[src/rtl/jump_sfx_sequencer.sv]
// jump_sfx_sequencer
//   Plays a jump sound effect: a square wave whose half-period shrinks by one
//   sample every STEP_SAMPLES samples while its amplitude decays. The sweep runs
//   from HALF_START down to HALF_END. Samples are handed to the codec DAC FIFO
//   through a write_ready/write handshake. When no sweep is playing, the
//   handshake keeps running and sends zero samples.
//
// Ports
//   clk          system clock (CLOCK_50 domain), rising edge
//   reset        asynchronous active-low reset
//   trigger      jump request level; a 0->1 edge (re)starts the sweep
//   mute         forces emitted samples to zero; the sweep keeps running
//   write_ready  codec FIFO can accept a sample
//   write        one-cycle sample strobe to the codec
//   sample       24-bit two's-complement sample, valid while write=1
//   busy         high while a sweep is playing
//
// State table
//   IDLE     | no sweep; the handshake sends zero samples
//   PLAY     | sweep in progress
//   HS_WAIT  | waiting for write_ready
//   HS_WRITE | write strobe; the generator advances in this cycle
//   HS_GAP   | one dead cycle so write never pulses back-to-back
module jump_sfx_sequencer #(
  parameter int          HALF_START   = 40,
  parameter int          HALF_END     = 10,
  parameter int          STEP_SAMPLES = 256,
  parameter logic [23:0] AMP_START    = 24'h200000,
  parameter logic [23:0] AMP_STEP     = 24'h010000
) (
  input  logic        clk,
  input  logic        reset,
  input  logic        trigger,
  input  logic        mute,
  input  logic        write_ready,
  output logic        write,
  output logic [23:0] sample,
  output logic        busy
);

  localparam int HW = $clog2(HALF_START + 1);
  localparam int SW = (STEP_SAMPLES > 1) ? $clog2(STEP_SAMPLES) : 1;
  localparam logic [HW-1:0] HALF_START_V = HW'(HALF_START);
  localparam logic [HW-1:0] HALF_END_V   = HW'(HALF_END);
  localparam logic [SW-1:0] STEP_LAST    = SW'(STEP_SAMPLES - 1);

  typedef enum logic {IDLE, PLAY} top_state_t;
  typedef enum logic [1:0] {HS_WAIT, HS_WRITE, HS_GAP} hs_state_t;

  top_state_t      state, state_nxt;
  hs_state_t       hs_state, hs_nxt;
  logic            trig_q;
  logic            hist_valid;
  logic [HW-1:0]   half, half_nxt;
  logic [HW-1:0]   phase_cnt, phase_nxt;
  logic [SW-1:0]   step_cnt, step_nxt;
  logic [23:0]     amp, amp_nxt;
  logic            pol_neg, pol_nxt;
  logic            trig_edge;
  logic [23:0]     tone;

  // History only becomes meaningful after the first post-reset clock, so a
  // trigger held high across reset release is not seen as an edge.
  assign trig_edge = hist_valid & trigger & ~trig_q;

  always_ff @(posedge clk or negedge reset) begin
    if (!reset) begin
      state      <= IDLE;
      hs_state   <= HS_WAIT;
      trig_q     <= 1'b0;
      hist_valid <= 1'b0;
      half       <= HALF_START_V;
      phase_cnt  <= '0;
      step_cnt   <= '0;
      amp        <= AMP_START;
      pol_neg    <= 1'b0;
    end else begin
      state      <= state_nxt;
      hs_state   <= hs_nxt;
      trig_q     <= trigger;
      hist_valid <= 1'b1;
      half       <= half_nxt;
      phase_cnt  <= phase_nxt;
      step_cnt   <= step_nxt;
      amp        <= amp_nxt;
      pol_neg    <= pol_nxt;
    end
  end

  always_comb begin
    hs_nxt = hs_state;
    case (hs_state)
      HS_WAIT:  if (write_ready) hs_nxt = HS_WRITE;
      HS_WRITE: hs_nxt = HS_GAP;
      HS_GAP:   hs_nxt = HS_WAIT;
      default:  hs_nxt = HS_WAIT;
    endcase
  end

  always_comb begin
    state_nxt = state;
    half_nxt  = half;
    phase_nxt = phase_cnt;
    step_nxt  = step_cnt;
    amp_nxt   = amp;
    pol_nxt   = pol_neg;
    if (trig_edge) begin
      // A restart takes priority over the advance and over the final sample.
      state_nxt = PLAY;
      half_nxt  = HALF_START_V;
      phase_nxt = '0;
      step_nxt  = '0;
      amp_nxt   = AMP_START;
      pol_nxt   = 1'b0;
    end else if (state == PLAY && hs_state == HS_WRITE) begin
      if (phase_cnt >= half - HW'(1)) begin
        pol_nxt   = ~pol_neg;
        phase_nxt = '0;
      end else begin
        phase_nxt = phase_cnt + HW'(1);
      end
      if (step_cnt == STEP_LAST) begin
        step_nxt = '0;
        if (half > HALF_END_V) begin
          half_nxt = half - HW'(1);
          amp_nxt  = (amp > AMP_STEP) ? (amp - AMP_STEP) : '0;
        end else begin
          state_nxt = IDLE;
        end
      end else begin
        step_nxt = step_cnt + SW'(1);
      end
    end
  end

  assign tone   = pol_neg ? (~amp + 24'd1) : amp;
  assign write  = (hs_state == HS_WRITE);
  assign busy   = (state == PLAY);
  assign sample = (write && busy && !mute) ? tone : 24'd0;

endmodule
[config.mk]
export PLATFORM = sky130hd
export DESIGN_NAME = jump_sfx_sequencer
export DESIGN_NICKNAME = d
export VERILOG_FILES = /design/src/rtl/jump_sfx_sequencer.sv
export SDC_FILE = /design/constraint.sdc
export NUM_CORES = 1
export LEC_CHECK = 0
export BUFFER_PORTS_ARGS = -buffer_cell sky130_fd_sc_hd__buf_2
export CAP_MARGIN = 20
export CELL_PAD_IN_SITES_DETAIL_PLACEMENT = 0
export CELL_PAD_IN_SITES_GLOBAL_PLACEMENT = 1
export CORE_ASPECT_RATIO = 0.6
export CORE_MARGIN = 2
export CORE_UTILIZATION = 39
export DETAILED_ROUTE_END_ITERATION = 7
export PLACE_DENSITY = 0.78
export SLEW_MARGIN = 25
export SYNTH_ARGS = -nofsm -noshare
export SYNTH_HDL_FRONTEND = slang
export SYNTH_SLANG_ARGS = --single-unit
[constraint.sdc]
create_clock -name clk -period 2.35 [get_ports clk]
set_input_delay 0.47 -clock clk [delete_from_list [all_inputs] [get_ports clk]]
set_output_delay 0.47 -clock clk [all_outputs]
set_load 0.005 [all_outputs]
# Word-level counts from Yosys, hierarchy flattened
# Cells that the tools add are included.
# W data, S select, Z words.
[word_totals]
output_inout_bits = 26
in_bits = 5
ff_bits = 50
[op_classes]
n_eq_ne = 4
reduce_logical = 11
magnitude_cmp = 3
n_mux = 26
n_bitwise = 5
n_addsub = 5
[ops]
columns = ["op", "n"]
rows = [
  ["$mux W24", 7],
  ["$mux W6", 7],
  ["$add A24 B1 Y24 const B", 1],
  ["$gt A24 B17 Y1 const B", 1],
  ["$mux W8", 3],
  ["$not A24 Y24", 1],
  ["$sub A24 B17 Y24 const B", 1],
  ["$add A8 B1 Y8 const B", 1],
  ["$eq A8 B8 Y1 const B", 1],
  ["$reduce_bool A2 Y1", 4],
  ["$mux W1", 7],
  ["$add A6 B1 Y6 const B", 1],
  ["$ge A6 B6 Y1", 1],
  ["$gt A6 B4 Y1 const B", 1],
  ["$reduce_and A3 Y1", 2],
  ["$sub A6 B1 Y6 const B", 1],
  ["$ne A2 B2 Y1 const B", 2],
  ["$pmux W2 S2", 1],
  ["$and A1 B1 Y1", 2],
  ["$eq A2 B1 Y1 const B", 1],
  ["$logic_and A1 B1 Y1", 2],
  ["$logic_not A2 Y1", 1],
  ["$mux W2", 1],
  ["$not A1 Y1", 2],
  ["2 further kinds", 2],
]

# Longest topological paths before layout
[logic_depth]
ltp_word = 6
ltp_mapped = 10
depth_no_buf = 10

# Worst setup path before layout
# No wires, ideal clock.
[synth_path]
path_kind = "register to register"
from = "register half[0]"
to = "register pol_neg"
arrival_time_ns = 2.117
stages_incl_launch_ff = 10
setup_ns = 0.077
setup_slack_ns = 0.156
cell_sequence = "dfrtp_1 > inv_1 > ha_1 > nor3b_1 > xnor2_1 > ha_1 > nand4_1 > o211a_1 > or3_1 > a21oi_1"
[synth_between]
elab_chain_len = 4
[synth_lines]
columns = ["item", "line", "rtl"]
rows = [
  ["start, declared", "54", "logic [HW-1:0] half, half_nxt;"],
  ["start signal, assigned", "82", "half <= half_nxt;"],
  ["$sub A6 B1 Y6", "116", "if (phase_cnt >= half - HW'(1)) begin"],
  ["$ge A6 B6 Y1", "116", ""],
  ["$reduce_bool A2 Y1 (no line)", "n/a", ""],
  ["$reduce_and A2 Y1 (no line)", "n/a", ""],
  ["end signal, assigned", "86", "pol_neg <= pol_nxt;"],
  ["end, declared", "58", "logic pol_neg, pol_nxt;"],
]
# Every way passes these cells.
# A chain may end at the register's enable or synchronous reset.

# Worst setup path in the final report
[layout_path]
from = "register amp[18]"
to = "output port sample[23]"
[layout_between]
elab_chain_len = 4
[layout_lines]
columns = ["item", "line", "rtl"]
rows = [
  ["start, declared", "57", "logic [23:0] amp, amp_nxt;"],
  ["start signal, assigned", "85", "amp <= amp_nxt;"],
  ["$not A24 Y24", "136", "assign tone = pol_neg ? (~amp + 24'd1) : amp;"],
  ["$add A24 B1 Y24", "136", ""],
  ["$mux W24", "136", ""],
  ["$mux W24", "139", "assign sample = (write && busy && !mute) ? tone : 24'd0;"],
  ["end, declared", "37", "output logic [23:0] sample,"],
]
# Every way passes these cells.

==> impl_metrics.tcl <==
set metrics [dict create \
    relSlewSlack 0.480 \
    io_buffers 14 \
    numCtsBuffers 5 \
    firstDrtPassIters 4 \
    syn_avg_cell_area_um2 9.32 \
    end_kind "output port" \
    grt-ovfl-total 0 \
    synth-main-ff-cell "dfrtp_1" \
    path_max_fanout 3 \
    initial_core_util 0.415 \
    die_h_um 61.5 \
    synth_most_common_cell "dfrtp_1" \
    hold_class "in2async" \
    yosys.area.top_type "dfrtp_1" \
    yosysTopAreaCellShare 0.360 \
    power_density_mw_per_mm2 540 \
    grt_first_pass_wirelength_um 7450 \
    hpwl_um 3420 \
    status "finished with violations" \
    antenna_cells 0 \
    cp_top_family "simple AND/OR/NAND/NOR gates" \
    fin_ws_ns -0.0508 \
    synth_area_mm2 0.00215 \
    clk_latency_ns 0.30 \
    violations "negative setup slack" \
    drive_gt1_frac 0.266 \
    synthTopCellsByCount "dfrtp_1 (31), nor2_1 (25), nand2_1 (19), buf_4 (16), xor2_1 (15)" \
    clock_sinks 34 \
    wl_um 4860 \
    worstSetupPathType "reg2out" \
    postRouteAntennaNets 0 \
    cap_violations 0 \
    worst_path_max_delay_cell "or4_4" \
    ys_seq_area_frac 0.397 \
    synth-seq-cells 34 \
    cp.required_ns 1.88 \
    place_ws_ns 0.00962 \
    rsz0062_at_grt "yes" \
    min_period_over_period 1.02 \
    hold-worst-slack_ns 0.247 \
    grt_max_degree 35 \
    vias 1688 \
    clk_pin_slew_ns 0.07 \
    die_area_mm2 0.00615 \
    grt_use_total 0.163 \
    ioPinCount 31 \
    vias_per_cell 5.07 \
    synthCells 231 \
    design.core.area_mm2 0.00518 \
    die_w_um 99.9 \
    layout_min_cycle_time_ns 2.40 \
    drtIter0Drc 97 \
    cts_tree "yes" \
    cts_buffer_depth 2 \
    nNetsFinal 284 \
    slew_violations 0 \
    skew_ns 0.00857 \
    hold_viol 0 \
    setup_violations 3 \
    antenna_found_initial 0 \
    crit_buf_inv 1 \
    hold_buffers 0 \
    yosysUniqueCellTypes 44 \
    grt_pass1_vias 1428 \
    clock-root-buffer "clkbuf_8" \
    async_reset_ff_frac 1.00 \
    synth-edff-count 0 \
    critical_path.max_stage_delay_ns 0.44 \
    drc 0 \
    syn2layout_area_growth_pct 17.6 \
    synth_area_leaders "dfrtp_1 (36%), ha_1 (7.6%), xor2_1 (6.1%)" \
    place.gp.congestion 0.818 \
    cts_max_level 2 \
    row_count 20 \
    cp.arrival_ns 1.93 \
    wire_per_inst_um 14.6 \
    leakagePower_nw 1.16 \
    path_cells "or3_4, or4_4, nand2_2, xor2_1, nor2_1, buf_2" \
    irDropWorstVdd_v 0.000363 \
    worstMarginPinSlew_ns 0.780 \
    yosysWarnings 0 \
    max_freq_ghz 0.417 \
    worstSetupStartpointType "flip-flop" \
]
==> timing repair <==
| action | in CTS | in global routing |
|---|---|---|
| setup endpoints to repair | 3 | 15 |
| pin swaps | 3 | 4 |
| gates cloned | 0 | 0 |
| gates resized for setup | 4 | 12 |
| setup buffers | 8 | 2 |
==> worst paths after layout <==
kind | startpoint | endpoint | slack [ns] | cells past startpoint
min in group clk | trigger | trig_q | 0.32 | 1
setup / recovery | amp[18] | sample[23] | -0.05 | 6
hold / removal | reset | half[2] | 0.25 | 1
hold reg to reg | hs_state[1] | hs_state[1] | 0.48 | 1
setup reg to reg | half[1] | pol_neg | 0.10 | 9
max in group asynchronous | reset | busy | 1.60 | 1
==> state kept, by name, indices dropped and copies added, names as in the netlist <==
signal and cells:
amp 8, busy 1, half 6, hist_valid 1, hs_state 2, phase_cnt 6, pol_neg 1, step_cnt 8
trig_q 1
==> through the flow <==
step | util | std cells | power, mW | instance area, um2 | setup TNS (ns)
after floorplan | - | 246 | 0.858 | 2210 | 0
after global placement | 0.444 | 315 | 0.904 | 2300 | 0
after detailed placement | 0.444 | 315 | 0.910 | 2300 | 0
after CTS | 0.476 | 331 | 1.38 | 2470 | -0.128
after global routing | 0.488 | 333 | 1.44 | 2530 | -0.343
final | 0.488 | 333 | 1.37 | 2530 | -0.117
==> cells in the final DEF (no fill, tap or decap), types with 2 or more instances in the layout <==
| master | synthesis | layout |
|---|---|---|
| dfrtp_1 | 31 | 31 |
| nor2_1 | 25 | 24 |
| buf_4 | 16 | 21 |
| nand2_1 | 19 | 18 |
| conb_1 | 2 | 17 |
| xor2_1 | 15 | 15 |
| buf_2 | 2 | 14 |
| ha_1 | 13 | 11 |
| nand3_1 | 10 | 10 |
| nand4_1 | 9 | 9 |
| o21ai_0 | 9 | 8 |
| a21oi_1 | 8 | 7 |
| inv_1 | 7 | 6 |
| xnor2_1 | 7 | 6 |
| clkbuf_8 | 0 | 6 |
| o211ai_1 | 5 | 5 |
| o31ai_1 | 4 | 4 |
| nor2b_1 | 3 | 3 |
| or3_4 | 1 | 3 |
| nand2_2 | 2 | 3 |
| or2_2 | 3 | 3 |
| and3_1 | 3 | 3 |
| dfstp_2 | 3 | 3 |
| nor3_2 | 0 | 2 |
| nand2b_1 | 3 | 2 |
| nand3b_1 | 2 | 2 |
| nor3_1 | 4 | 2 |
==> where the power goes <==
part / total (mW) / internal (mW) / switching, mW
sequential: 0.702 / 0.638 / 0.0636
clock: 0.460 / 0.236 / 0.224
combinational: 0.204 / 0.0852 / 0.119
==> routing by layer <==
metal	track usage	share of wire	vias to the layer above
met5	0	0	-
li1	-	-	835
met3	0.0409	0.052	5
met4	0.0528	0.011	0
met2	0.214	0.40	41
met1	0.256	0.54	807
==> kinds of logic (layout without fill, tap and decap cells) <==
family / Yosys count / count (layout) / share of synthesized area
compound gates: 33 / 33 / 0.103
xor+xnor: 22 / 22 / 0.0895
fa+ha+maj: 13 / 13 / 0.0756
buf+inv: 29 / 50 / 0.0797
flops: 34 / 34 / 0.397
mux: 1 / 1 / 0.00465
other cells: 2 / 17 / 0.00349
simple gates: 97 / 97 / 0.247
==> cell type report <==
| type | count | area [um2] |
|---|---|---|
| Clock inverter | 1 | 5.00 |
| Timing Repair Buffer | 35 | 228 |
| Sequential cell | 34 | 855 |
| Inverter | 7 | 26.3 |
| Fill cell | 522 | 2650 |
| Tap cell | 66 | 82.6 |
| Multi-Input combinational cell | 183 | 1250 |
| Clock buffer | 7 | 86.3 |
Note: power is estimated with default switching activity, not from simulation.
